$ cat config.mk
export PLATFORM = sky130hd
export DESIGN_NAME = iterative_multdiv
export DESIGN_NICKNAME = d
export VERILOG_FILES = /design/src/rtl/iterative_multdiv.sv
export SDC_FILE = /design/constraint.sdc
export NUM_CORES = 1
export LEC_CHECK = 0
export CORE_ASPECT_RATIO = 2
export CORE_MARGIN = 1
export CORE_UTILIZATION = 60
export CTS_CLUSTER_SIZE = 30
export DETAILED_ROUTE_END_ITERATION = 7
export DONT_BUFFER_PORTS = 1
export PLACE_DENSITY_LB_ADDON = 0.3
export SYNTH_ARGS = -nofsm -noshare
export SYNTH_HDL_FRONTEND = slang
export SYNTH_SLANG_ARGS = --single-unit
$ cat constraint.sdc
create_clock -name clock -period 11.6 [get_ports clock]
set_input_delay 2.32 -clock clock [delete_from_list [all_inputs] [get_ports clock]]
set_output_delay 2.32 -clock clock [all_outputs]
set_load 0.02 [all_outputs]
$ cat src/rtl/iterative_multdiv.sv
// Signed radix-2 sequential multiplier / restoring divider, one step per clock.
// Optional build macro MULTDIV_DIVZERO_FAST_EN: divide-by-zero completes in the cycle after start.
module iterative_multdiv #(
    parameter int WIDTH = 32,
    parameter int STEPS = WIDTH,
    localparam int CNT_W = $clog2(WIDTH + 2)
) (
    input  logic                    clock,
    input  logic                    reset,
    input  logic signed [WIDTH-1:0] data_operandA,
    input  logic signed [WIDTH-1:0] data_operandB,
    input  logic                    ctrl_MULT,
    input  logic                    ctrl_DIV,
    output logic        [WIDTH-1:0] data_result,
    output logic                    data_exception,
    output logic                    data_resultRDY
);

    typedef enum logic [1:0] {IDLE, RUN, DONE} state_t;

    state_t               state_q, state_d;
    logic [CNT_W-1:0]     cnt_q, cnt_d;
    logic                 is_div_q, is_div_d;
    logic                 neg_q, neg_d;
    logic                 dz_q, dz_d;
    logic [WIDTH-1:0]     op_q, op_d;
    logic [2*WIDTH-1:0]   acc_q, acc_d;
    logic [WIDTH-1:0]     res_q, res_d;
    logic                 exc_q, exc_d;
    logic                 rdy_q, rdy_d;

    function automatic logic [WIDTH-1:0] mag(input logic signed [WIDTH-1:0] v);
        mag = v[WIDTH-1] ? $unsigned(-v) : $unsigned(v);
    endfunction

    logic             start, fast_dz, b_zero, steps_left;
    logic [WIDTH-1:0] a_mag, b_mag;

    assign start      = ctrl_MULT | ctrl_DIV;
    assign b_zero     = (data_operandB == '0);
    assign a_mag      = mag(data_operandA);
    assign b_mag      = mag(data_operandB);
    assign steps_left = (cnt_q < CNT_W'(STEPS));
`ifdef MULTDIV_DIVZERO_FAST_EN
    assign fast_dz    = ctrl_DIV & ~ctrl_MULT & b_zero;
`else
    assign fast_dz    = 1'b0;
`endif

    // Multiply step: conditional add of multiplicand into the high half, then shift right.
    logic [WIDTH:0]     mul_sum;
    logic [2*WIDTH-1:0] mul_next;
    assign mul_sum  = {1'b0, acc_q[2*WIDTH-1:WIDTH]} + (acc_q[0] ? {1'b0, op_q} : '0);
    assign mul_next = {mul_sum, acc_q[WIDTH-1:1]};

    // Divide step: shift remainder/quotient left, keep the subtraction only if it did not borrow.
    logic [WIDTH:0]     div_sh, div_diff;
    logic               div_ge;
    logic [2*WIDTH-1:0] div_next;
    assign div_sh   = acc_q[2*WIDTH-1:WIDTH-1];
    assign div_ge   = (div_sh >= {1'b0, op_q});
    assign div_diff = div_sh - {1'b0, op_q};
    assign div_next = {(div_ge ? div_diff[WIDTH-1:0] : div_sh[WIDTH-1:0]),
                       acc_q[WIDTH-2:0], div_ge};

    logic [2*WIDTH-1:0] prod_s;
    logic [WIDTH-1:0]   quo_s;
    logic               mul_exc, div_exc;
    assign prod_s  = neg_q ? -acc_q : acc_q;
    assign mul_exc = (prod_s[2*WIDTH-1:WIDTH] != {WIDTH{prod_s[WIDTH-1]}});
    assign quo_s   = neg_q ? -acc_q[WIDTH-1:0] : acc_q[WIDTH-1:0];
    // A non-negative quotient with the top bit set can only come from MIN / -1.
    assign div_exc = dz_q | (~neg_q & acc_q[WIDTH-1]);

    always_ff @(posedge clock or negedge reset) begin
        if (!reset) begin
            state_q  <= IDLE;
            cnt_q    <= '0;
            is_div_q <= 1'b0;
            neg_q    <= 1'b0;
            dz_q     <= 1'b0;
            op_q     <= '0;
            acc_q    <= '0;
            res_q    <= '0;
            exc_q    <= 1'b0;
            rdy_q    <= 1'b0;
        end else begin
            state_q  <= state_d;
            cnt_q    <= cnt_d;
            is_div_q <= is_div_d;
            neg_q    <= neg_d;
            dz_q     <= dz_d;
            op_q     <= op_d;
            acc_q    <= acc_d;
            res_q    <= res_d;
            exc_q    <= exc_d;
            rdy_q    <= rdy_d;
        end
    end

    always_comb begin
        state_d = state_q;
        if (start) begin
            state_d = fast_dz ? DONE : RUN;
        end else begin
            case (state_q)
                IDLE:    state_d = IDLE;
                RUN:     state_d = steps_left ? RUN : DONE;
                DONE:    state_d = IDLE;
                default: state_d = IDLE;
            endcase
        end
    end

    always_comb begin
        cnt_d    = cnt_q;
        is_div_d = is_div_q;
        neg_d    = neg_q;
        dz_d     = dz_q;
        op_d     = op_q;
        acc_d    = acc_q;
        res_d    = res_q;
        exc_d    = exc_q;
        rdy_d    = 1'b0;
        if (start) begin
            is_div_d = ~ctrl_MULT;
            neg_d    = data_operandA[WIDTH-1] ^ data_operandB[WIDTH-1];
            dz_d     = ~ctrl_MULT & b_zero;
            op_d     = ctrl_MULT ? a_mag : b_mag;
            acc_d    = {{WIDTH{1'b0}}, (ctrl_MULT ? b_mag : a_mag)};
            cnt_d    = '0;
            if (fast_dz) begin
                res_d = '0;
                exc_d = 1'b1;
                rdy_d = 1'b1;
                cnt_d = CNT_W'(STEPS + 1);
            end
        end else if (state_q == RUN) begin
            if (steps_left) begin
                acc_d = is_div_q ? div_next : mul_next;
                cnt_d = cnt_q + 1'b1;
            end else begin
                res_d = is_div_q ? (dz_q ? '0 : quo_s) : prod_s[WIDTH-1:0];
                exc_d = is_div_q ? div_exc : mul_exc;
                rdy_d = 1'b1;
                cnt_d = CNT_W'(STEPS + 1);
            end
        end
    end

    always_comb begin
        data_result    = res_q;
        data_exception = exc_q;
        data_resultRDY = rdy_q;
    end

endmodule
==> flow_summary.ini, run 1 <==
[cts]
cts_sinks = 140
cts_tree = done
ctsHtreeMaxLevel = 4
cts_resized = 0
post-cts-setup-buffers = 0
cts_root_buffer = clkbuf_16
cts.clk_slew.worst_paths_ns = 0.07
postCtsHoldBufs = 0
cts.path.max_buffers = 2
cts_inserted_buffers = 17
clkLatencyLatePin_ns = 0.46

[route]
ant_nets = 0
drc_errors = 0
drtPass1Iterations = 6
avgViaCountPerCell = 7.13
wirelength_um = 52300
drt_iter0_markers = 1209
via_count = 14500
wl_per_cell_um = 25.7

[placed_design]
place_hpwl_um = 39400
gp_congestion = 1.05
numPortBuffers = 0
dp_slack_ns = 6.47
dp_cells = 2006

[sta]
finalHoldViolCount = 0
min_period_ns = 5.06
post-route-period-util = 0.436
rsz0062_at_grt = no
skew_ns = 0.0122
max_freq_mhz = 198
relSlewSlack = 0.286
fin_setup_tns_ns = 0
tightest_slew_ns = 1.07
drv_slew = 0
setup_viol = 0
fin_ws_ns = 6.54

[critical_path]
crit_fanout = 14
reg2reg_depth = 12
cp.arrival_ns = 5.36
rr_startpoint = acc_q[31]$_DFFE_PN0P_
crit_path_end_kind = flip-flop
startpoint_type = flip-flop
r2r-end = acc_q[58]$_DFFE_PN0P_
crit_type = flip-flop to flip-flop
rrSetupSlack_ns = 6.54
required_ns = 11.90

[layout]
nets = 1883
seqCellArea_um2 = 3500
stdcell_count = 2037
multi_input_area_um2 = 9580
drive_gt1_frac = 0.0489
diodes = 0
area_growth_pct = 5.13
fillerInstances = 2076
layout_commonest_cell = nand2_1
final_cell_mix = nand2_1, o21ai_0, nor2_1, dfrtp_1, a21oi_1

[logic_synthesis]
synthCells = 1814
mappedNetlistArea_um2 = 13800
yosysUniqueCellTypes = 82
synthTopCellsByArea = dfrtp_1, o21ai_0, ha_1
synthesis.nets = 1952
async_flop_share = 1.00
yosysTopAreaCellShare = 0.254
synthFlopType = dfrtp_1
ys_seq_area_frac = 0.254
syn_area_per_cell_um2 = 7.59
synth_edf_count = 0
yosysTopAreaCell = dfrtp_1
synth-seq-cells = 140
yosys_warnings = 0

[min_path]
min_to = cnt_q[0]$_DFFE_PN0P_
min_path_cells = 1
hold_path.class = flip-flop to flip-flop
hold_start = cnt_q[0]$_DFFE_PN0P_

[die]
start_util = 0.608
die_w_um = 109
dieHeight_um = 216
row_count = 78
ioPinCount = 102
die_area_um2 = 23600
core-area_um2 = 22600

[power]
leakagePower_uw = 0.00620
ir_drop_mv = 0.0936
power_density_nw_per_um2 = 129

[global_route]
grt_use_total = 0.465
grt_pass1_wl_um = 80800
grt_max_degree = 141
antenna_found_initial = 1
first_global_vias = 14200
overflow = 0

[flow_run]
maxCapViolCount = 0

[status]
status = complete, no violations
-- power breakdown --
part | switching (uW) | leakage [uW] | total (uW) | internal, uW
logic | 406 | 0.00409 | 642 | 237
registers | 92.3 | 0.00181 | 620 | 528
clock network | 253 | 0.000305 | 601 | 349
total | 751 | 0.00620 | 1860 | 1110
-- worst max path at each step --
stage	startpoint	end	slack (ns)	cells after the start
5_1_grt	acc_q[31]$_DFFE_PN0P_	acc_q[59]$_DFFE_PN0P_	6.19	12
4_1_cts	acc_q[31]$_DFFE_PN0P_	acc_q[59]$_DFFE_PN0P_	6.92	12
2_1_floorplan	data_operandA[15]	acc_q[31]$_DFFE_PN0P_	6.70	9
3_5_place_dp	data_operandA[15]	acc_q[31]$_DFFE_PN0P_	6.47	9
6_report	acc_q[31]$_DFFE_PN0P_	acc_q[58]$_DFFE_PN0P_	6.54	12
3_3_place_gp	data_operandA[0]	acc_q[31]$_DFFE_PN0P_	6.53	9
-- kinds of logic after synthesis --
family / share of synthesized area
buffers and inverters: 0.0509
adder cells (fa/ha/maj): 0.0647
XOR/XNOR: 0.0992
flip-flops: 0.254
AO/OA/AOI/OAI: 0.261
multiplexers: 0.0440
AND/OR/NAND/NOR: 0.226
-- registers in the layout, indices dropped and copies added (netlist names) --
register / flops
dz_q: 1
op_q: 32
acc_q: 64
cnt_q: 6
data_resultRDY: 1
data_result: 32
neg_q: 1
state_q: 1
is_div_q: 1
data_exception: 1
-- through the flow --
step	util	power [uW]	hold WS, ns	cell area, um^2
after floorplan	-	1050	0.462	13800
after global placement	0.613	1220	0.484	13900
after detailed placement	0.613	1240	0.497	13900
after CTS	0.640	1830	0.518	14500
after global routing	0.640	1930	0.548	14500
final	0.640	1860	0.519	14500
-- layout make-up --
class / count / share of cell area
Multi-Input combinational cell: 1492 / 0.662
Tap cell: 280 / 0.0242
Sequential cell: 140 / 0.242
Inverter: 73 / 0.0189
Timing Repair Buffer: 21 / 0.0109
Clock inverter: 13 / 0.0122
Clock buffer: 18 / 0.0303
-- per-layer routing --
layer,routed length (um),vias to the layer above,global-route usage
li1,-,6464,-
met1,15800,6821,0.431
met2,25700,826,0.769
met3,4060,411,0.146
met4,6820,2,0.459
met5,13,-,0.00446
-- synth_stat cells, drive strengths merged (5+ instances only) --
cell type / instances
and3: 14
a21oi: 108
o41ai: 9
ha: 68
inv: 69
nor3: 48
dfrtp: 140
mux2: 5
xnor2: 76
and2: 7
o21ai: 182
nor4: 27
a21o: 29
a31oi: 20
nand2: 210
nand3b: 5
or3: 23
a2111oi: 5
clkbuf: 91
or4: 24
xor2: 80
o21bai: 12
o221ai: 9
nand3: 29
o21a: 14
or2: 11
mux2i: 55
o211a: 6
nand4: 29
o31a: 10
a211oi: 37
nor2b: 13
buf: 18
nor2: 170
a22oi: 15
o211ai: 24
nand2b: 20
o31ai: 32
-- critical path: stages, from the launching register on --
cell and delay, ns:
dfrtp_1 0.53, inv_1 0.37, ha_1 0.25, nor2b_1 0.06
o31a_1 0.30, a41o_1 0.32, a21oi_1 0.46, o21ai_0 0.36
o211ai_1 0.58, nand3_1 0.63, buf_4 0.44, a31oi_1 0.43
o21ai_0 0.15
No activity file was read; power rests on OpenSTA's default activity.
==> run 2: changes to the inputs <==
==> constraint.sdc (replaced) <==
create_clock -name clock -period 4.45 [get_ports clock]
set_input_delay 0.89 -clock clock [delete_from_list [all_inputs] [get_ports clock]]
set_output_delay 0.89 -clock clock [all_outputs]
set_load 0.02 [all_outputs]
==> run 2 against run 1 <==
  * Count of clock-buffer cells in the layout did not move
  * Total power rose to 2.6 times the previous value
  * Sequential power rose to 2.5 times the previous value
  * Sequential share of layout area fell by 0.37 points
  * Worst setup slack got worse by 6.2 ns
  * Register-to-register slack got worse by 6.2 ns
  * Utilization rose by 0.99 points
  * Hold slack got worse by 0.39 ns
  * Critical path depth fell by 1
  * Final cell count rose by 1.4%
  * Largest cell class unchanged
==> flow_summary.ini, run 2 (synthesized netlist as in run 1, its figures left out) <==
[critical_path]
startpoint_type = flip-flop
cp.arrival_ns = 4.49
crit_type = flip-flop to flip-flop
crit_fanout = 8
reg2reg_depth = 11
required_ns = 4.79
crit_start = acc_q[0]$_DFFE_PN0P_
r2r-end = data_exception$_DFFE_PN0P_
rr_startpoint = acc_q[0]$_DFFE_PN0P_
rrSetupSlack_ns = 0.29
crit_path_end_kind = flip-flop

[placed_design]
place_hpwl_um = 39900
numPortBuffers = 0
dp_cells = 2034
dpl_cell_area_um2 = 14100
gp_congestion = 1.04

[route]
ant_nets = 0
avgViaCountPerCell = 7.07
via_count = 14600
drc_errors = 0
wirelength_um = 52800
drtPass1Iterations = 7
drt_iter0_markers = 1456
wl_per_cell_um = 25.6

[cts]
cts.path.max_buffers = 2
ctsHtreeMaxLevel = 4
postCtsHoldBufs = 0
clkLatencyLatePin_ns = 0.46
post-cts-setup-buffers = 0
cts_resized = 0
cts_tree = done
cts_inserted_buffers = 17
cts_sinks = 140
cts_root_buffer = clkbuf_16
cts.clk_slew.worst_paths_ns = 0.07

[min_path]
hold_path.class = input pin to asynchronous set/reset pin

[power]
leakagePower_uw = 0.00634
ir_drop_mv = 0.272
power_density_nw_per_um2 = 331

[sta]
post-route-period-util = 0.934
skew_ns = 0.00848
max_freq_mhz = 241
holdWs_ns = 0.127
fin_setup_tns_ns = 0
finalHoldViolCount = 0
relSlewSlack = 0.248
drv_slew = 0
rsz0062_at_grt = no
tightest_slew_ns = 1.13
setup_viol = 0
min_period_ns = 4.16

[layout]
area_growth_pct = 6.77
nets = 1911
largest_reg_flops = 64
fillerInstances = 2025
diodes = 0
drive_gt1_frac = 0.0638
stdcell_count = 2066
design_area_um2 = 14700
layout_commonest_cell = nand2_1
top_register = acc_q
final_cell_mix = nand2_1, o21ai_0, nor2_1, dfrtp_1, a21oi_1

[global_route]
first_global_vias = 14500
grt_pass1_wl_um = 81700
overflow = 0
grt_use_total = 0.462
antenna_found_initial = 0
grt_max_degree = 141

[die]
start_util = 0.608
ioPinCount = 102
die_area_um2 = 23600
row_count = 78
dieHeight_um = 216
die_w_um = 109
core-area_um2 = 22600

[status]
status = complete, no violations

[flow_run]
maxCapViolCount = 0
## run 2: worst max-delay path by stage
stage / slack (ns) / cells after the start / end
3_3_place_gp: 0.46 / 11 / data_exception$_DFFE_PN0P_
3_5_place_dp: 0.37 / 11 / data_exception$_DFFE_PN0P_
2_1_floorplan: 0.54 / 12 / data_exception$_DFFE_PN0P_
4_1_cts: 0.33 / 11 / data_exception$_DFFE_PN0P_
6_report: 0.29 / 11 / data_exception$_DFFE_PN0P_
5_1_grt: 0.12 / 11 / data_exception$_DFFE_PN0P_
## run 2: worst max-delay path: stages (launching register included)
cell,delay (ns)
dfrtp_1,0.46
inv_1,0.15
ha_1,0.21
or3b_2,0.52
or4b_4,0.58
nor4_4,0.53
a21oi_1,0.15
xnor2_1,0.18
or4_1,0.54
o22a_1,0.24
a2111oi_2,0.35
a21oi_1,0.12
## run 2: report_power, final
part,switching (uW),internal (uW)
Clock,679,851
Sequential,192,1380
Combinational,1120,655
Total,1990,2880
## run 2: cell type report
| class | instances | area, um^2 | area share |
|---|---|---|---|
| clock buffer | 18 | 429 | 0.0292 |
| sequential | 140 | 3500 | 0.238 |
| tap | 280 | 350 | 0.0238 |
| multi-input combinational | 1492 | 9580 | 0.651 |
| clock inverter | 14 | 176 | 0.0120 |
| inverter | 73 | 274 | 0.0186 |
| timing repair buffer | 49 | 393 | 0.0267 |
## run 2: layer usage
layer | wire length (um) | vias to the layer above | global-route usage
met1 | 16400 | 6873 | 0.449
met3 | 3910 | 398 | 0.109
met5 | 0 | - | 0
met2 | 25200 | 816 | 0.754
li1 | - | 6529 | -
met4 | 7330 | 0 | 0.486
## run 2: stage by stage
stage	total power, uW	util	worst slack [ns]
2_1_floorplan	2740	-	0.544
3_3_place_gp	3240	0.623	0.462
3_5_place_dp	3270	0.623	0.369
4_1_cts	4780	0.650	0.331
5_1_grt	5050	0.650	0.118
6_report	4870	0.650	0.295
==> run 3: changes to the inputs <==
--- a/config.mk
+++ b/config.mk
@@ -11,7 +11,7 @@
 export CTS_CLUSTER_SIZE = 30
 export DETAILED_ROUTE_END_ITERATION = 7
 export DONT_BUFFER_PORTS = 1
-export PLACE_DENSITY_LB_ADDON = 0.3
+export PLACE_DENSITY = 0.79
 export SYNTH_ARGS = -nofsm -noshare
 export SYNTH_HDL_FRONTEND = slang
 export SYNTH_SLANG_ARGS = --single-unit
==> run 3 against run 2 <==
  * Non-clock buffer count is 5 higher
  * Worst setup slack improved by 0.034 ns
  * Largest power group unchanged
  * Highest routed layer unchanged
  * Flip-flop and latch count stayed put
  * Register-to-register slack improved by 0.03 ns
  * Hold slack got worse by 0.014 ns
  * Clock power down 3%
  * Clock skew hardly changed
  * Maximum frequency increased by 0.82%
  * Cell area is 0.37% higher
==> flow_summary.ini, run 3 (synthesized netlist as in run 1, its figures left out) <==
[layout]
drive_gt1_frac = 0.0670
top_register = acc_q
fillerInstances = 2063
multi_input_area_um2 = 9580
final_cell_mix = nand2_1, o21ai_0, nor2_1, dfrtp_1, a21oi_1
layout_commonest_cell = nand2_1
nets = 1916
largest_reg_flops = 64
seqCellArea_um2 = 3500
design_area_um2 = 14800
area_growth_pct = 7.17

[die]
ioPinCount = 102
start_util = 0.608
core-area_um2 = 22600
die_area_um2 = 23600
dieHeight_um = 216
die_w_um = 109
row_count = 78

[power]
ir_drop_mv = 0.322
leakagePower_uw = 0.00637
fin_total_pwr_uw = 4870
power_density_nw_per_um2 = 330

[critical_path]
crit_fanout = 12
crit_chain = nor4_1, nand3_1, or4_1, nor2_1, o21ai_0, o311a_1, or4_1, a2111oi_2, a21oi_1
cp_num_buf_inv = 0
path_depth = 9
slowest_delay_ns = 0.87
crit_type = flip-flop to flip-flop
required_ns = 4.79
reg2reg_depth = 9
startpoint_type = flip-flop
crit_slowest_cell = or4_1
critPathTopFamily = simple AND/OR/NAND/NOR gates
crit_path_end_kind = flip-flop
cp.arrival_ns = 4.46
cpMostUsedCell = or4_1

[cts]
cts_sinks = 140
ctsHtreeMaxLevel = 4
cts_inserted_buffers = 17
post-cts-setup-buffers = 0
postCtsHoldBufs = 0
cts.clk_slew.worst_paths_ns = 0.07
cts_tree = done
cts_resized = 0
cts_root_buffer = clkbuf_16
clkLatencyLatePin_ns = 0.46
cts.path.max_buffers = 2

[sta]
fin_setup_tns_ns = 0
setup_viol = 0
rsz0062_at_grt = no
post-route-period-util = 0.926
skew_ns = 0.00819
max_freq_mhz = 243
relSlewSlack = 0.276
finalHoldViolCount = 0
min_period_ns = 4.12
tightest_slew_ns = 1.08
drv_slew = 0

[global_route]
antenna_found_initial = 2
first_global_vias = 14800
grt_max_degree = 141
overflow = 0
grt_use_total = 0.484
grt_pass1_wl_um = 85300

[route]
via_count = 14800
wl_per_cell_um = 26.5
wirelength_um = 54900
avgViaCountPerCell = 7.12
ant_nets = 0
drc_errors = 0
drt_iter0_markers = 1295
drtPass1Iterations = 6

[placed_design]
gp_congestion = 0.996
dpl_cell_area_um2 = 14100
place_hpwl_um = 40800
numPortBuffers = 0

[flow_run]
maxCapViolCount = 0

[status]
status = complete, no violations

[min_path]
hold_path.class = input pin to asynchronous set/reset pin
==> run 3: metrics by stage <==
step	hold slack, ns	std cells	setup WS (ns)	util
global placement	0.502	2038	0.411	0.624
CTS	0.115	2070	0.354	0.651
detailed placement	0.504	2038	0.382	0.624
floorplan	0.462	1814	0.544	-
finish	0.113	2074	0.329	0.652
global route	0.116	2071	0.0425	0.652
==> run 3: power breakdown <==
part	switching [uW]	leakage [uW]	internal, uW
logic	1140	0.00427	663
clock network	689	0.000291	798
registers	207	0.00181	1380
==> run 3: path summary, 6_finish.rpt <==
| check | startpoint | end | slack [ns] |
|---|---|---|---|
| max in group asynchronous | reset | data_exception$_DFFE_PN0P_ | 3.95 |
| hold / removal | reset | acc_q[48]$_DFFE_PN0P_ | 0.11 |
| hold reg to reg | cnt_q[0]$_DFFE_PN0P_ | cnt_q[0]$_DFFE_PN0P_ | 0.52 |
| setup / recovery | acc_q[0]$_DFFE_PN0P_ | data_exception$_DFFE_PN0P_ | 0.33 |
| setup reg to reg | acc_q[0]$_DFFE_PN0P_ | data_exception$_DFFE_PN0P_ | 0.33 |
| min in group clock | ctrl_MULT | is_div_q$_DFFE_PN0N_ | 0.50 |
==> run 3: layout make-up <==
cell class,count,share of cell area
antenna,3,0.000508
clock buffer,17,0.0288
clock inverter,15,0.0115
inverter,73,0.0186
multi-input combinational,1492,0.649
sequential,140,0.237
tap,280,0.0237
timing repair buffer,54,0.0305
==> run 3: metal layers <==
layer / vias to the layer above / share of wire / track usage
met2: 845 / 0.49 / 0.788
met4: 0 / 0.12 / 0.476
met1: 6990 / 0.31 / 0.463
met5: - / 0 / 0
li1: 6542 / - / -
met3: 384 / 0.076 / 0.149
